<file path="src/rtl/layer_sched_pkg.sv">
// Shared definitions for the layer scheduler: controller state encoding,
// data widths and the bit layout of one weight-memory word
// {b, w4, w3, w2, w1}.
package layer_sched_pkg;

   localparam int W_DATA = 8;
   localparam int W_MEM  = 40;

   // Field offsets inside one weight-memory word
   localparam int OFF_W1 = 0;
   localparam int OFF_W2 = 8;
   localparam int OFF_W3 = 16;
   localparam int OFF_W4 = 24;
   localparam int OFF_B  = 32;

   typedef enum logic [2:0] {
      ST_FLUSH = 3'd0,
      ST_IDLE  = 3'd1,
      ST_ISSUE = 3'd2,
      ST_DRAIN = 3'd3,
      ST_DONE  = 3'd4
   } state_t;

   // Extract one 8-bit field from a weight-memory word
   function automatic logic [W_DATA-1:0] mem_field(input logic [W_MEM-1:0] word,
                                                   input int unsigned     lsb);
      return word[lsb +: W_DATA];
   endfunction

endpackage

</file>
<file path="src/rtl/layer_out_bank.sv">
// Result bank for one layer: captures neuron results in arrival order.
// Ports:
//   clk, rst_n : clock, asynchronous active-low reset
//   clear      : restart collection at byte 0 (bytes themselves are kept)
//   capture    : a result is presented on n_y this cycle
//   n_y        : neuron result
//   y_all      : byte j holds the j-th captured result
//   full       : all N_OUT results have been captured
module layer_out_bank
   import layer_sched_pkg::*;
#(
   parameter int N_OUT = 4
) (
   input  logic                     clk,
   input  logic                     rst_n,
   input  logic                     clear,
   input  logic                     capture,
   input  logic [W_DATA-1:0]        n_y,
   output logic [W_DATA*N_OUT-1:0]  y_all,
   output logic                     full
);

   localparam int CW = $clog2(N_OUT + 1);

   logic [CW-1:0]             collect_cnt;
   logic [W_DATA*N_OUT-1:0]   bank;
   logic                      take;

   // Once full, further results are dropped: no wrap, no overwrite
   assign full  = (collect_cnt == CW'(N_OUT));
   assign take  = capture && !full;
   assign y_all = bank;

   // Collect counter: cleared on a new run, advances per captured result
   always_ff @(posedge clk or negedge rst_n) begin
      if (!rst_n) begin
         collect_cnt <= '0;
      end else if (clear) begin
         collect_cnt <= '0;
      end else if (take) begin
         collect_cnt <= collect_cnt + 1'b1;
      end
   end

   // Capture registers: result goes into the byte selected by the counter
   always_ff @(posedge clk or negedge rst_n) begin
      if (!rst_n) begin
         bank <= '0;
      end else begin
         for (int j = 0; j < N_OUT; j++) begin
            if (take && (collect_cnt == CW'(j))) begin
               bank[j*W_DATA +: W_DATA] <= n_y;
            end
         end
      end
   end

endmodule

</file>
<file path="src/rtl/layer_sched.sv">
// Layer scheduler: time-multiplexes one pipelined neuron across N_OUT
// output neurons. On start it latches x1..x4, reads one weight/bias row per
// cycle from a synchronous weight memory, issues each row to the neuron and
// collects the results in issue order, pulsing done when the layer is full.
// Ports:
//   clk, rst_n          : clock, asynchronous active-low reset
//   start               : run request, honoured only in IDLE
//   x1..x4              : layer inputs (unsigned), latched on accepted start
//   busy, done          : status (busy outside IDLE, one-cycle done pulse)
//   y_all               : result bank, byte j = neuron j
//   mem_re, mem_addr    : weight-memory read port (address = neuron index)
//   mem_rdata           : {b, w4, w3, w2, w1}, valid the cycle after mem_re
//   n_w1..n_w4, n_b     : weights/bias to the neuron
//   n_x1..n_x4, n_new   : inputs and issue strobe to the neuron
//   n_y, n_ready        : neuron result and its valid flag
module layer_sched
   import layer_sched_pkg::*;
#(
   parameter int N_OUT = 4,
   parameter int AW    = 4,
   parameter int FLUSH = 16
) (
   input  logic                     clk,
   input  logic                     rst_n,
   input  logic                     start,
   input  logic [W_DATA-1:0]        x1,
   input  logic [W_DATA-1:0]        x2,
   input  logic [W_DATA-1:0]        x3,
   input  logic [W_DATA-1:0]        x4,
   output logic                     busy,
   output logic                     done,
   output logic [W_DATA*N_OUT-1:0]  y_all,
   output logic                     mem_re,
   output logic [AW-1:0]            mem_addr,
   input  logic [W_MEM-1:0]         mem_rdata,
   output logic [W_DATA-1:0]        n_w1,
   output logic [W_DATA-1:0]        n_w2,
   output logic [W_DATA-1:0]        n_w3,
   output logic [W_DATA-1:0]        n_w4,
   output logic [W_DATA-1:0]        n_b,
   output logic [W_DATA-1:0]        n_x1,
   output logic [W_DATA-1:0]        n_x2,
   output logic [W_DATA-1:0]        n_x3,
   output logic [W_DATA-1:0]        n_x4,
   output logic                     n_new,
   input  logic [W_DATA-1:0]        n_y,
   input  logic                     n_ready
);

   localparam int FW = $clog2(FLUSH + 1);

   state_t              state;
   state_t              state_nx;
   logic [FW-1:0]       flush_cnt;
   logic [FW-1:0]       flush_cnt_nx;
   logic [AW-1:0]       issue_cnt;
   logic [AW-1:0]       issue_cnt_nx;
   logic                accept;
   logic                capture;
   logic                full;
   logic                rd_valid;
   logic [W_DATA-1:0]   xr1;
   logic [W_DATA-1:0]   xr2;
   logic [W_DATA-1:0]   xr3;
   logic [W_DATA-1:0]   xr4;

   // Next-state, flush/issue counter update and start acceptance
   always_comb begin
      state_nx     = state;
      flush_cnt_nx = flush_cnt;
      issue_cnt_nx = issue_cnt;
      accept       = 1'b0;
      case (state)
         ST_FLUSH: begin
            if (flush_cnt == FW'(FLUSH - 1)) begin
               state_nx = ST_IDLE;
            end else begin
               flush_cnt_nx = flush_cnt + 1'b1;
            end
         end
         ST_IDLE: begin
            if (start) begin
               accept       = 1'b1;
               issue_cnt_nx = '0;
               state_nx     = ST_ISSUE;
            end else begin
               state_nx = ST_IDLE;
            end
         end
         ST_ISSUE: begin
            // Hold the address at the last row rather than wrapping
            if (issue_cnt == AW'(N_OUT - 1)) begin
               state_nx = ST_DRAIN;
            end else begin
               issue_cnt_nx = issue_cnt + 1'b1;
            end
         end
         ST_DRAIN: begin
            if (full) begin
               state_nx = ST_DONE;
            end else begin
               state_nx = ST_DRAIN;
            end
         end
         ST_DONE: begin
            state_nx = ST_IDLE;
         end
         default: begin
            state_nx = ST_FLUSH;
         end
      endcase
   end

   // State, counters and registered status/read-port outputs
   always_ff @(posedge clk or negedge rst_n) begin
      if (!rst_n) begin
         state     <= ST_FLUSH;
         flush_cnt <= '0;
         issue_cnt <= '0;
         busy      <= 1'b1;
         done      <= 1'b0;
         mem_re    <= 1'b0;
         rd_valid  <= 1'b0;
      end else begin
         state     <= state_nx;
         flush_cnt <= flush_cnt_nx;
         issue_cnt <= issue_cnt_nx;
         busy      <= (state_nx != ST_IDLE);
         done      <= (state_nx == ST_DONE);
         mem_re    <= (state_nx == ST_ISSUE);
         // Read data appears one cycle after mem_re; issue it then
         rd_valid  <= mem_re;
      end
   end

   // Layer input latch, loaded only when a run is accepted
   always_ff @(posedge clk or negedge rst_n) begin
      if (!rst_n) begin
         xr1 <= '0;
         xr2 <= '0;
         xr3 <= '0;
         xr4 <= '0;
      end else if (accept) begin
         xr1 <= x1;
         xr2 <= x2;
         xr3 <= x3;
         xr4 <= x4;
      end
   end

   assign mem_addr = issue_cnt;
   assign n_new    = rd_valid;
   assign n_x1     = xr1;
   assign n_x2     = xr2;
   assign n_x3     = xr3;
   assign n_x4     = xr4;
   assign n_w1     = mem_field(mem_rdata, OFF_W1);
   assign n_w2     = mem_field(mem_rdata, OFF_W2);
   assign n_w3     = mem_field(mem_rdata, OFF_W3);
   assign n_w4     = mem_field(mem_rdata, OFF_W4);
   assign n_b      = mem_field(mem_rdata, OFF_B);

   // Results only count while a run is in flight; FLUSH/IDLE/DONE drop them
   assign capture = n_ready && ((state == ST_ISSUE) || (state == ST_DRAIN));

   layer_out_bank #(
      .N_OUT (N_OUT)
   ) u_bank (
      .clk     (clk),
      .rst_n   (rst_n),
      .clear   (accept),
      .capture (capture),
      .n_y     (n_y),
      .y_all   (y_all),
      .full    (full)
   );

endmodule

</file>
<file path="config.mk">
export PLATFORM = sky130hd
export DESIGN_NAME = layer_sched
export DESIGN_NICKNAME = d
export VERILOG_FILES = /design/src/rtl/layer_sched_pkg.sv /design/src/rtl/layer_out_bank.sv /design/src/rtl/layer_sched.sv
export SDC_FILE = /design/constraint.sdc
export NUM_CORES = 1
export LEC_CHECK = 0
export CAP_MARGIN = 25
export CORE_ASPECT_RATIO = 1.75
export CORE_MARGIN = 10
export CORE_UTILIZATION = 39
export DETAILED_ROUTE_END_ITERATION = 10
export GPL_ROUTABILITY_DRIVEN = 0
export PLACE_DENSITY = 0.91
export SLEW_MARGIN = 20
export SYNTH_ARGS = -nofsm -noshare
export SYNTH_HDL_FRONTEND = slang
export SYNTH_HIERARCHICAL = 1
export SYNTH_SLANG_ARGS = --single-unit
</file>
<file path="constraint.sdc">
create_clock -name clk -period 3.2 [get_ports clk]
set_input_delay 0.64 -clock clk [delete_from_list [all_inputs] [get_ports clk]]
set_output_delay 0.64 -clock clk [all_outputs]
set_load 0.05 [all_outputs]
</file>
==> flow_metrics.py <==
metrics = {
    "synth": {
        "syn-num-nets": 419,
        "yosys.area_share.simple": 0.159,
        "synth_mux_area_frac": 0.113,
        "seq_area_frac_synth": 0.559,
        "yosys-top-cells-area": "dfrtp_1, nand2_1, mux2_2",
        "synth_edf_count": 0,
        "synthArstFlopShare": 1.00,
        "syn_avg_cell_area_um2": 11.4,
        "ys_ff_latch": 83,
        "synthAdderAreaFrac": 0.0269,
        "synth_top_family_by_area": "simple AND/OR/NAND/NOR gates",
        "synth_top_area_share": 0.552,
        "synth_xor_area_frac": 0.00942,
        "yosysWarnings": 6,
        "synth_top_cell_by_area": "dfrtp_1",
        "synth_compound_area_frac": 0.0242,
        "synth_flop_cell": "dfrtp_1",
        "syn_inst": 327,
        "netlist_area_um2": 3720,
        "synth_cell_types": 40,
    },
    "critical_path": {
        "path_buf_inv": 1,
        "crit_path_start_kind": "flip-flop",
        "path_cells": "clkdlybuf4s50_1",
        "critPathMaxStageDelay_ns": 0.79,
        "cp-end-kind": "output pin",
        "arrival_ns": 1.63,
        "setup.worst_path.class": "reg -> out",
        "slowest_stage": "clkdlybuf4s50_1",
        "path_max_fanout": 1,
        "crit_family": "buffers and inverters",
        "required_ns": 2.56,
    },
    "place": {
        "dp_hpwl_um": 6920,
        "portBuffers": 115,
    },
    "clocking": {
        "clkLatencyLatePin_ns": 0.33,
        "cts_inserted_buffers": 9,
        "post_cts_resized": 0,
        "cts_tree": "yes",
        "clock_path_buffers": 2,
        "clkSinkCount": 83,
        "postCtsSetupRepairBufs": 0,
        "path_clk_slew_ns": 0.06,
        "h-tree-depth": 3,
        "ctsHoldBuffers": 0,
        "root_buffer": "clkbuf_16",
    },
    "floorplan": {
        "ios": 196,
        "die_area_um2": 14000,
        "initial_core_util": 0.395,
        "row_count": 47,
        "core_area_um2": 9410,
        "die_y_um": 149,
        "die_w_um": 93.8,
    },
    "layout": {
        "nets": 496,
        "fillers": 814,
        "area_growth_pct": 34.1,
        "diodes": 0,
        "layout-drive-gt1-share": 0.171,
    },
    "detailed_routing": {
        "dr.first_iter.drc_count": 50,
        "drc": 0,
        "drt_wl_total_um": 9060,
        "wl_per_cell_um": 17.1,
        "vias_per_cell": 4.79,
        "drt-pass1-iter-count": 4,
        "vias": 2544,
        "ant_nets": 0,
    },
    "run": {
        "drv_cap": 0,
    },
    "timing": {
        "fin_crit_ns": 2.27,
        "hold_viol": 0,
        "fin_crit_sh": 0.711,
        "rsz0062_at_grt": "false",
        "fmaxAchievable_mhz": 440,
        "setup-violations-final": 0,
        "slew_headroom": 0.508,
        "final-max-slew-violation-count": 0,
        "worst_pin_slew_ns": 0.738,
        "holdWs_ns": 0.354,
        "clock_skew_ns": 0.00545,
        "final.setup.tns_ns": 0,
    },
    "global_route": {
        "antenna_found_initial": 0,
        "grt_pass1_wl_um": 14200,
        "grt_overflow_total": 0,
        "track_usage": 0.131,
        "grt_pass1_vias": 2794,
        "grt_max_degree": 84,
    },
    "power": {
        "ir_drop_mv": 0.563,
        "leakage_nw": 2.29,
        "pwr_density_cell_nw_per_um2": 1310,
    },
    "run_status": {
        "status": "finished clean",
    },
    "min_path": {
        "hold_class": "in -> async",
    },
}
## Yosys cell counts (all sizes together) (2+ instances only)
cell type,count
a21oi,3
and4b,2
buf,50
dfrtp,82
ha,8
inv,7
mux2,33
mux2i,5
nand2,104
nand2b,2
nor2,5
nor2b,2
o211ai,2
or2,2
or3b,2
xnor2,3
## report_power, final
| part | leakage (nW) | internal [mW] | total, mW | switching [mW] |
|---|---|---|---|---|
| Sequential | 1.02 | 1.56 | 1.90 | 0.340 |
| Clock | 0.165 | 0.721 | 1.11 | 0.387 |
| Combinational | 1.11 | 1.26 | 3.53 | 2.27 |
| Total | 2.29 | 3.54 | 6.54 | 3.00 |
## worst register-to-register path, cell delays in order (launching register included)
cell       delay [ns]
dfrtp_1          0.56
nand4bb_2        0.20
buf_4            0.36
inv_2            0.36
or2_2            0.39
## area by class of cell
| cell class | count | area, µm² | share of cell area |
|---|---|---|---|
| Inverter | 7 | 26.3 | 0.00527 |
| Multi-Input combinational cell | 187 | 1240 | 0.249 |
| Clock inverter | 5 | 75.1 | 0.0150 |
| Tap cell | 122 | 153 | 0.0306 |
| Timing Repair Buffer | 116 | 1160 | 0.233 |
| Sequential cell | 83 | 2080 | 0.417 |
| Clock buffer | 11 | 253 | 0.0507 |
## metrics by stage
step	total power, mW	util	cells	instance area (µm²)	setup slack [ns]
2_1_floorplan	4.39	-	327	3720	1.49
3_3_place_gp	5.39	0.495	515	4660	0.780
3_5_place_dp	5.50	0.495	515	4660	0.726
4_1_cts	6.64	0.530	531	4980	0.899
5_1_grt	6.88	0.530	531	4990	0.894
6_report	6.54	0.530	531	4990	0.925
## final timing paths
| path | start | to | slack [ns] | depth (start not counted) |
|---|---|---|---|---|
| worst max-delay path | busy$_DFF_PN1_ | busy | 0.93 | 1 |
| worst min-delay path | rst_n | state[1]$_DFF_PN0_ | 0.35 | 1 |
| worst max register to register | state[1]$_DFF_PN0_ | mem_re$_DFF_PN0_ | 1.22 | 4 |
| worst min register to register | mem_re$_DFF_PN0_ | n_new$_DFF_PN0_ | 0.43 | 0 |
| max in group asynchronous | rst_n | n_x4[0]$_DFFE_PN0P_ | 2.35 | 1 |
| min in group clk | mem_re$_DFF_PN0_ | n_new$_DFF_PN0_ | 0.43 | 0 |
## registers in the layout, indices dropped and copies added, names as in the netlist
| name | flops |
|---|---|
| n_new | 1 |
| n_x3 | 8 |
| flush_cnt | 5 |
| u_bank/collect_cnt | 3 |
| state | 3 |
| u_bank/y_all | 32 |
| n_x1 | 8 |
| mem_re | 1 |
| mem_addr | 4 |
| n_x4 | 8 |
| n_x2 | 8 |
| busy | 1 |
| done | 1 |
## routing by layer
| metal | global-route usage | vias up | routed length (µm) |
|---|---|---|---|
| li1 | - | 1168 | - |
| met1 | 0.121 | 1213 | 3160 |
| met2 | 0.220 | 114 | 4440 |
| met3 | 0.0524 | 49 | 954 |
| met4 | 0.105 | 0 | 497 |
| met5 | 0 | - | 0 |
## kinds of logic (layout without fill, tap and decap cells)
kind of cell | after synthesis | after routing
compound gates | 10 | 10
xor+xnor | 4 | 4
fa+ha+maj | 8 | 8
buf+inv | 57 | 139
flops | 83 | 83
mux | 38 | 38
simple gates | 127 | 127
## cells in the final DEF, fill, tap and decap left out, types with 2 or more instances in the layout
cell             Yosys  routed
clkbuf_8             0       2
clkinv_2             0       3
mux2_2              32      32
nor2_1               5       5
nand2_2              3       3
inv_1                6       6
clkdlybuf4s50_1      0     114
or2_2                2       2
and4b_2              2       2
mux2i_1              5       5
o211ai_1             2       2
bufinv_16            0       2
dfrtp_1             82      82
xnor2_1              3       3
nand2b_1             2       2
ha_1                 8       8
clkbuf_16            0       9
nand2_1            100     100
a21oi_1              2       2
Note: power is estimated with default switching activity, not from simulation.
